--- config.mk ---
export PLATFORM = sky130hd
export DESIGN_NAME = vga_sync_generator
export DESIGN_NICKNAME = d
export VERILOG_FILES = /design/src/rtl/vga_sync_generator.sv
export SDC_FILE = /design/constraint.sdc
export NUM_CORES = 1
export LEC_CHECK = 0
export ABC_AREA = 0
export CORE_MARGIN = 2
export CORE_UTILIZATION = 48
export DETAILED_ROUTE_END_ITERATION = 8
export GPL_TIMING_DRIVEN = 0
export PLACE_DENSITY = 0.76
export SETUP_SLACK_MARGIN = 0.1
export SLEW_MARGIN = 5
export SYNTH_ARGS = -nofsm -noshare
export SYNTH_HDL_FRONTEND = slang
export SYNTH_SLANG_ARGS = --single-unit
--- constraint.sdc ---
create_clock -name clk -period 2.15 [get_ports clk]
set_input_delay 0.43 -clock clk [delete_from_list [all_inputs] [get_ports clk]]
set_output_delay 0.43 -clock clk [all_outputs]
set_load 0.02 [all_outputs]
--- src/rtl/vga_sync_generator.sv ---
// VGA timing front-end: divides clk to the pixel rate, runs h/v position counters and
// drives registered xpixel/ypixel/video/hsync/vsync. Macro VGA_FRAME_CNT_EN adds frame_count.
module vga_sync_generator #(
    parameter int H_display = 640,
    parameter int H_front   = 16,
    parameter int H_sync    = 96,
    parameter int H_back    = 48,
    parameter int V_display = 480,
    parameter int V_front   = 10,
    parameter int V_sync    = 2,
    parameter int V_back    = 33,
    parameter int CLK_DIV   = 4,
    parameter int SYNC_POL  = 0
) (
    input  logic        clk,
    input  logic        reset,
    output logic        pixel_tick,
    output logic [15:0] xpixel,
    output logic [15:0] ypixel,
    output logic        video,
    output logic        hsync,
    output logic        vsync,
`ifdef VGA_FRAME_CNT_EN
    output logic        frame_start,
    output logic [15:0] frame_count
`else
    output logic        frame_start
`endif
);

    localparam int H_TOTAL = H_display + H_front + H_sync + H_back;
    localparam int V_TOTAL = V_display + V_front + V_sync + V_back;
    localparam int DIV_W   = (CLK_DIV > 1) ? $clog2(CLK_DIV) : 1;

    localparam logic [DIV_W-1:0] DIV_LAST = DIV_W'(CLK_DIV - 1);
    localparam logic [15:0] H_LAST = 16'(H_TOTAL - 1);
    localparam logic [15:0] V_LAST = 16'(V_TOTAL - 1);
    localparam logic [15:0] H_VIS  = 16'(H_display);
    localparam logic [15:0] V_VIS  = 16'(V_display);
    localparam logic [15:0] HS_BEG = 16'(H_display + H_front);
    localparam logic [15:0] HS_END = 16'(H_display + H_front + H_sync);
    localparam logic [15:0] VS_BEG = 16'(V_display + V_front);
    localparam logic [15:0] VS_END = 16'(V_display + V_front + V_sync);
    localparam logic SYNC_ACT = (SYNC_POL != 0) ? 1'b1 : 1'b0;

    function automatic logic in_window(input logic [15:0] pos,
                                       input logic [15:0] lo,
                                       input logic [15:0] hi);
        return (pos >= lo) && (pos < hi);
    endfunction

    function automatic logic sync_level(input logic active);
        return active ? SYNC_ACT : ~SYNC_ACT;
    endfunction

    logic [DIV_W-1:0] div_q, div_d;
    logic [15:0]      hcount_q, hcount_d;
    logic [15:0]      vcount_q, vcount_d;
    logic             pixel_tick_q, pixel_tick_d;
    logic             video_q, video_d;
    logic             hsync_q, hsync_d;
    logic             vsync_q, vsync_d;
    logic             frame_start_q, frame_start_d;
    logic             div_wrap_s;
    logic             h_wrap_s;
    logic             v_wrap_s;

    // Next-state of divider and position counters.
    always_comb begin
        div_d      = div_q;
        hcount_d   = hcount_q;
        vcount_d   = vcount_q;
        div_wrap_s = (div_q == DIV_LAST);
        h_wrap_s   = div_wrap_s && (hcount_q == H_LAST);
        v_wrap_s   = h_wrap_s && (vcount_q == V_LAST);

        if (div_wrap_s) begin
            div_d = '0;
        end else begin
            div_d = div_q + {{(DIV_W-1){1'b0}}, 1'b1};
        end

        if (!div_wrap_s) begin
            hcount_d = hcount_q;
        end else if (h_wrap_s) begin
            hcount_d = 16'd0;
        end else begin
            hcount_d = hcount_q + 16'd1;
        end

        if (!h_wrap_s) begin
            vcount_d = vcount_q;
        end else if (v_wrap_s) begin
            vcount_d = 16'd0;
        end else begin
            vcount_d = vcount_q + 16'd1;
        end
    end

    // Outputs are decoded from the next counter values so they register on the same edge.
    always_comb begin
        pixel_tick_d  = (div_d == '0);
        video_d       = (hcount_d < H_VIS) && (vcount_d < V_VIS);
        hsync_d       = sync_level(in_window(hcount_d, HS_BEG, HS_END));
        vsync_d       = sync_level(in_window(vcount_d, VS_BEG, VS_END));
        frame_start_d = v_wrap_s;
    end

    // Counter and output registers.
    always_ff @(posedge clk) begin
        if (reset) begin
            div_q         <= '0;
            hcount_q      <= 16'd0;
            vcount_q      <= 16'd0;
            pixel_tick_q  <= 1'b1;
            video_q       <= 1'b1;
            hsync_q       <= ~SYNC_ACT;
            vsync_q       <= ~SYNC_ACT;
            frame_start_q <= 1'b0;
        end else begin
            div_q         <= div_d;
            hcount_q      <= hcount_d;
            vcount_q      <= vcount_d;
            pixel_tick_q  <= pixel_tick_d;
            video_q       <= video_d;
            hsync_q       <= hsync_d;
            vsync_q       <= vsync_d;
            frame_start_q <= frame_start_d;
        end
    end

    assign pixel_tick  = pixel_tick_q;
    assign xpixel      = hcount_q;
    assign ypixel      = vcount_q;
    assign video       = video_q;
    assign hsync       = hsync_q;
    assign vsync       = vsync_q;
    assign frame_start = frame_start_q;

`ifdef VGA_FRAME_CNT_EN
    logic [15:0] frame_count_q, frame_count_d;

    // Frames completed; bumps on the edge that raises frame_start, wraps naturally.
    always_comb begin
        if (frame_start_d) begin
            frame_count_d = frame_count_q + 16'd1;
        end else begin
            frame_count_d = frame_count_q;
        end
    end

    // Frame counter register.
    always_ff @(posedge clk) begin
        if (reset) begin
            frame_count_q <= 16'd0;
        end else begin
            frame_count_q <= frame_count_d;
        end
    end

    assign frame_count = frame_count_q;
`endif

endmodule

Word level (Yosys, flattened, before mapping)
Index checks and enable logic that the tools add are counted.
{"block": "op_classes", "add_sub_neg": 3, "order_cmp": 6, "n_eq_ne": 3, "n_mux": 7, "reduce_logical": 6}
{"cell": "$mux 16", "n": 4}
{"cell": "$add 16x1->16 const B", "n": 2}
{"cell": "$eq 16x10->1 const B", "n": 2}
{"cell": "$lt 16x10->1 const B", "n": 2}
{"cell": "$lt 16x9->1 const B", "n": 2}
{"cell": "$ge 16x10->1 const B", "n": 1}
{"cell": "$ge 16x9->1 const B", "n": 1}
{"cell": "$logic_and 1x1->1", "n": 5}
{"cell": "$add 2x1->2 const B", "n": 1}
{"cell": "$eq 2x2->1 const B", "n": 1}
{"cell": "$logic_not 2->1", "n": 1}
{"cell": "$mux 1", "n": 2}
{"cell": "$mux 2", "n": 1}
{"block": "word_totals", "register_bits": 39, "inputBits": 2, "out_inout_bits": 37, "elab_cells": 33}

Logic depth before layout (Yosys ltp)
Gate-level depths: netlist (run 1).
{"block": "logic_depth", "ltp_word": 8, "mapped_depth": 11}

Worst setup path after synthesis (run 1)
OpenSTA, ideal clock, no wires.
{"block": "synth_path", "path_type": "reg-to-reg", "from": "register hcount_q[0] (netlist: xpixel[0])", "to": "register video_q (netlist: video)", "setup_time_ns": 0.116, "arrival_time_ns": 2.123, "path_slack_ns": -0.089, "stages_incl_launch_ff": 8, "n_path_buf": 0, "period_less_slack_ns": 2.239, "cell_sequence": "dfxtp_1 > ha_1 > nand4_4 > nor3_1 > mux2_2 > a2111oi_2 > nor2_1 > a41o_1"}
{"block": "synth_between", "elab_chain_len": 7, "word_cells_on_any_way": 11}
{"item": "start: declaration", "line_no": "57", "source": "logic [15:0] hcount_q, hcount_d;"}
{"item": "start signal: assignment", "line_no": "122", "source": "hcount_q <= hcount_d;"}
{"item": "branches (longest 6 deep; another with $add 16x1->16)"}
{"item": "$logic_and 1x1->1 *", "line_no": "103", "source": "video_d = (hcount_d < H_VIS) && (vcount_d < V_VIS);"}
{"item": "end signal: assignment", "line_no": "125", "source": "video_q <= video_d;"}
{"item": "end: declaration", "line_no": "60", "source": "logic video_q, video_d;"}
Every way passes the cells marked *.
A chain may end at the register's enable or synchronous reset.

Final worst setup path (run 1)
{"block": "layout_path", "from": "register hcount_q[3] (netlist: xpixel[3])", "to": "register video_q (netlist: video)"}
The elaborated chain is that of the path after synthesis.

==> summary.md, run 1 <==
| Metric | Value |
|---|---|
| Number of enable-type register cells in the synthesized netlist | `0` |
| Antenna-violating nets left | `0` |
| Library cells used by synthesis | `58` |
| Count of endpoints failing hold in the final timing report | `0` |
| Category of the worst setup path launch point | `register` |
| Fraction of power consumed by combinational cells | `3.8%` |
| Delay-heaviest family, CP | `simple AND/OR/NAND/NOR gates` |
| Fraction of post-synthesis cell area in the top cell type by area | `34.55%` |
| Reg-to-reg endpoint | `video` |
| Post-route minimum period | `2.128 ns` |
| Post-synthesis average cell area | `between 8 and 9 sq um` |
| Routed len/inst | `15.77 um` |
| Ys flop type | `sky130_fd_sc_hd__dfxtp_1` |
| Clock insertion delay at the later pin of the skew report | `0.29 ns` |
| Vias in the first global route | `a little under 2,000` |
| CTS tree | `done` |
| Placeable core region | `0.004444 sq mm` |
| Number of placed I/O pins | `39` |
| Tightest slew margin relative to the limit | `65.16%` |
| R2r worst-path depth | `6` |
| Initial antenna violation count | `0` |
| Setup TNS after final layout | `0 ns` |
| Internal power | `1222 uW` |
| Clock Tree Root | `sky130_fd_sc_hd__clkbuf_8` |
| Total count of max-transition violations in the final report | `0` |
| CTS hold repair buffers | `0` |
| Largest fanout on the critical path | `6` |
| Worst hold slack across all endpoints | `0.5129 ns` |
| Transition time at the pin with the least slew margin | `roughly 0.52 ns` |
| Cells after Synth | `261` |
| Netlist area before placement | `0.002260 sq mm` |
| Count of synthesis-stage warnings from yosys | `0` |
| Hold path endpoint | `div_q[0]` |
| Number of iterations in the first detailed-routing pass | `4` |
| Synthesis-stage register bit count | `39` |
| Die boundary width | `72.61 um` |
| Critical path cell sequence | `nand4_4 > or4_4 > a21oi_4 > and2b_4 > nor4_4 > a41o_1` |
| Total number of clock tree sinks | `39` |
| Sum of net half-perimeters after detailed placement | `around 3600 um` |
| Final setup violation count | `0` |
| Effective utilization at floorplan | `50.84%` |
| Overall Global Routing Usage | `a little under a quarter` |
| Largest net degree at the start of global routing | `13` |
| Fraction of the yosys area taken by sequential cells | `34.55%` |
| Portion of the clock cycle consumed by the worst path in the final layout | `98.99%` |
| Share of cells above drive strength 1 | `29.32%` |
| Crit-path max cell delay | `0.54 ns` |
| Relative contribution of sequential cells to total power | `48.1%` |
| Net Switching | `307.1 uW` |
| Worst path required time | `2.34 ns` |
| RSZ-0062 raised after global routing | `true` |
| Arrival time reported for the critical path endpoint | `2.32 ns` |
| Cell type with the largest total area after synthesis | `sky130_fd_sc_hd__dfxtp_1` |
| Worst Setup End Kind | `register` |
| Timing-limited maximum frequency | `469.9 MHz` |
| Global-route wire length before repair | `9404 um` |
| Top cells by area in the synthesized netlist | `sky130_fd_sc_hd__dfxtp_1, sky130_fd_sc_hd__xnor2_1, sky130_fd_sc_hd__nor2_1` |
| DRC viols | `0` |
| Number of buffers on the longest clock path | `2` |
| WP buf/inv | `0` |
| Area growth, synth to finish | `41.64%` |
| Number of buffers added on ports | `38` |
| Via count | `2,178` |
| Reg-to-reg startpoint | `xpixel[3]` |
| Antenna diode count | `0` |
| Total Power Consumption | `between 1500 and 2000 uW` |
| Total of max-cap violations | `0` |
| Largest voltage drop on the vdd net | `0.0002589 V` |
| Clock group share of total power | `roughly half` |
| Worst-case register-to-register setup slack | `0.02 ns` |
| CTS Buf Count | `5` |
| Worst min-delay path class | `reg2reg` |
| FFs w/ async S/R, synth | `0%` |
| Sw frac | `approximately 20%` |
| Row cnt | `24` |
| Leak | `approximately 0.0011 uW` |
| Skew final | `approximately 0.0055 ns` |
| Run status | `finished clean` |
| Post-layout net count | `330` |
| Worst setup path class | `reg2reg` |
| Cell with the most instances after synthesis | `sky130_fd_sc_hd__dfxtp_1` |
| Critical-path top delay cell | `sky130_fd_sc_hd__or4_4` |
| Start point of the worst min-delay path | `div_q[0]` |
| Number of nets in the synthesized netlist | `268` |
| Overall die area | `0.005272 sq mm` |
| Top cells by instance count after synthesis | `sky130_fd_sc_hd__dfxtp_1, sky130_fd_sc_hd__nor2_1, sky130_fd_sc_hd__xnor2_1` |
| Number of instances on the worst hold path | `2` |
| Total power density per cell area | `477.7 mW/mm^2` |
| Detailed Route Iter0 Violations | `208` |
| Overflow after GRT | `0` |
| CTS H-tree depth | `2` |
| Vias per inst | `5.793` |
| Chip Height | `72.61 um` |
| Routability congestion estimate from global placement | `0.8293` |
| Total detailed-routing wirelength | `5929 um` |
| Clock transition time at the flip-flop clock pins of the worst setup and hold paths | `0.08 ns` |
## layer usage
metal / part of all wire, % / global-route usage [%]
met5: 0 / 0
met1: 44 / 29.46
met2: 50 / 37.47
met3: 4.6 / 4.558
met4: 1.8 / 7.407
## tightest hold or removal path: cells and delay by family (launching register included)
| kind | cells | cell delay, ns |
|---|---|---|
| flops | 1 | 0.34 |
| simple gates | 1 | 0.04 |
| buf+inv | 1 | 0.10 |
## logic make-up (layout without fill, tap and decap cells)
group                      Yosys count  in the layout  share of synthesized area, %
and+or+nand+nor                    133            133                         35.82
xor gates and xnor gates            28             28                         10.85
muxes                                3              3                         1.384
adders and majority gates            5              5                         2.769
AOI/OAI and AO/OA                   32             32                         9.690
DFF                                 39             39                         34.55
buffers and inverters               21             84                         4.927
## sequential cells by signal, summed over array words and instances, names as in the netlist
signal,flops
xpixel,16
frame_start,1
vsync,1
div_q,2
pixel_tick,1
ypixel,16
hsync,1
video,1
## power groups by stage
stage | sequential [uW] | combinational, uW | clock, uW
2_1_floorplan | 755 | 24.1 | 0
5_1_grt | 736 | 64.7 | 768
4_1_cts | 736 | 56.6 | 741
3_5_place_dp | 752 | 43.9 | 0
3_3_place_gp | 752 | 43.5 | 0
6_report | 735 | 58.5 | 735
## per-stage QoR
step	util [%]	setup WS, ns	instances	instance area, sq um
final	72.02	0.02181	376	3201
after global routing	72.02	-0.04612	376	3201
after CTS	70.16	0.05615	372	3118
after detailed placement	61.60	-0.1341	351	2738
after global placement	61.60	-0.1270	351	2738
after floorplan	-	0.1000	261	2292
## worst max-delay path by stage
stage          startpoint    end  slack (ns)  depth (start not counted)
2_1_floorplan   xpixel[0]  video        0.10                          7
3_3_place_gp     div_q[0]  video       -0.13                          8
3_5_place_dp     div_q[0]  video       -0.13                          8
4_1_cts          div_q[1]  vsync        0.06                         11
5_1_grt          div_q[0]  video       -0.05                          9
6_report        xpixel[3]  video        0.02                          6
## final cells by class
type,count,area (sq um)
inverter,6,22.52
timing repair buffer,55,520.5
sequential,39,800.8
buffer,15,112.6
clock buffer,6,72.57
tap,52,65.06
clock inverter,2,60.06
multi-input combinational,201,1546
fill,327,1244
## timing repair
action	CTS	global route
endpoints found under the setup margin	22	23
pin swaps	14	14
gates cloned	1	0
setup buffers	12	5
endpoints found under the hold margin	0	0
gates resized for setup	27	21
## cells in the final DEF (no fill, tap or decap), drive strengths merged, types with 3 or more instances in the layout
cell type / netlist / final
ha: 5 / 5
clkbuf: 6 / 12
dfxtp: 39 / 39
a211oi: 4 / 4
nor4b: 3 / 3
a21oi: 11 / 11
and4: 5 / 5
xnor2: 19 / 19
nor4: 7 / 7
nand2: 19 / 19
and3: 3 / 3
o21ai: 4 / 4
nor2: 36 / 36
nor2b: 3 / 3
buf: 9 / 26
xor2: 9 / 9
nand4: 7 / 7
nand3: 17 / 17
clkdlybuf4s50: 0 / 38
inv: 6 / 6
nand2b: 4 / 4
or2: 3 / 3
nor3: 14 / 14
a31oi: 4 / 4
Power figures use the tool's default switching activity.
==> inputs of run 2 (changes only) <==
CTS_CLUSTER_DIAMETER = 200   (was unset)
==> results of run 2 <==
Same layout as run 1: the final DEF is identical, and so are final timing and power.
==> inputs of run 3 (changes only) <==
CTS_CLUSTER_DIAMETER = unset   (was 200)
==> results of run 3 <==
Same layout as run 1: the final DEF is identical, and so are final timing and power.
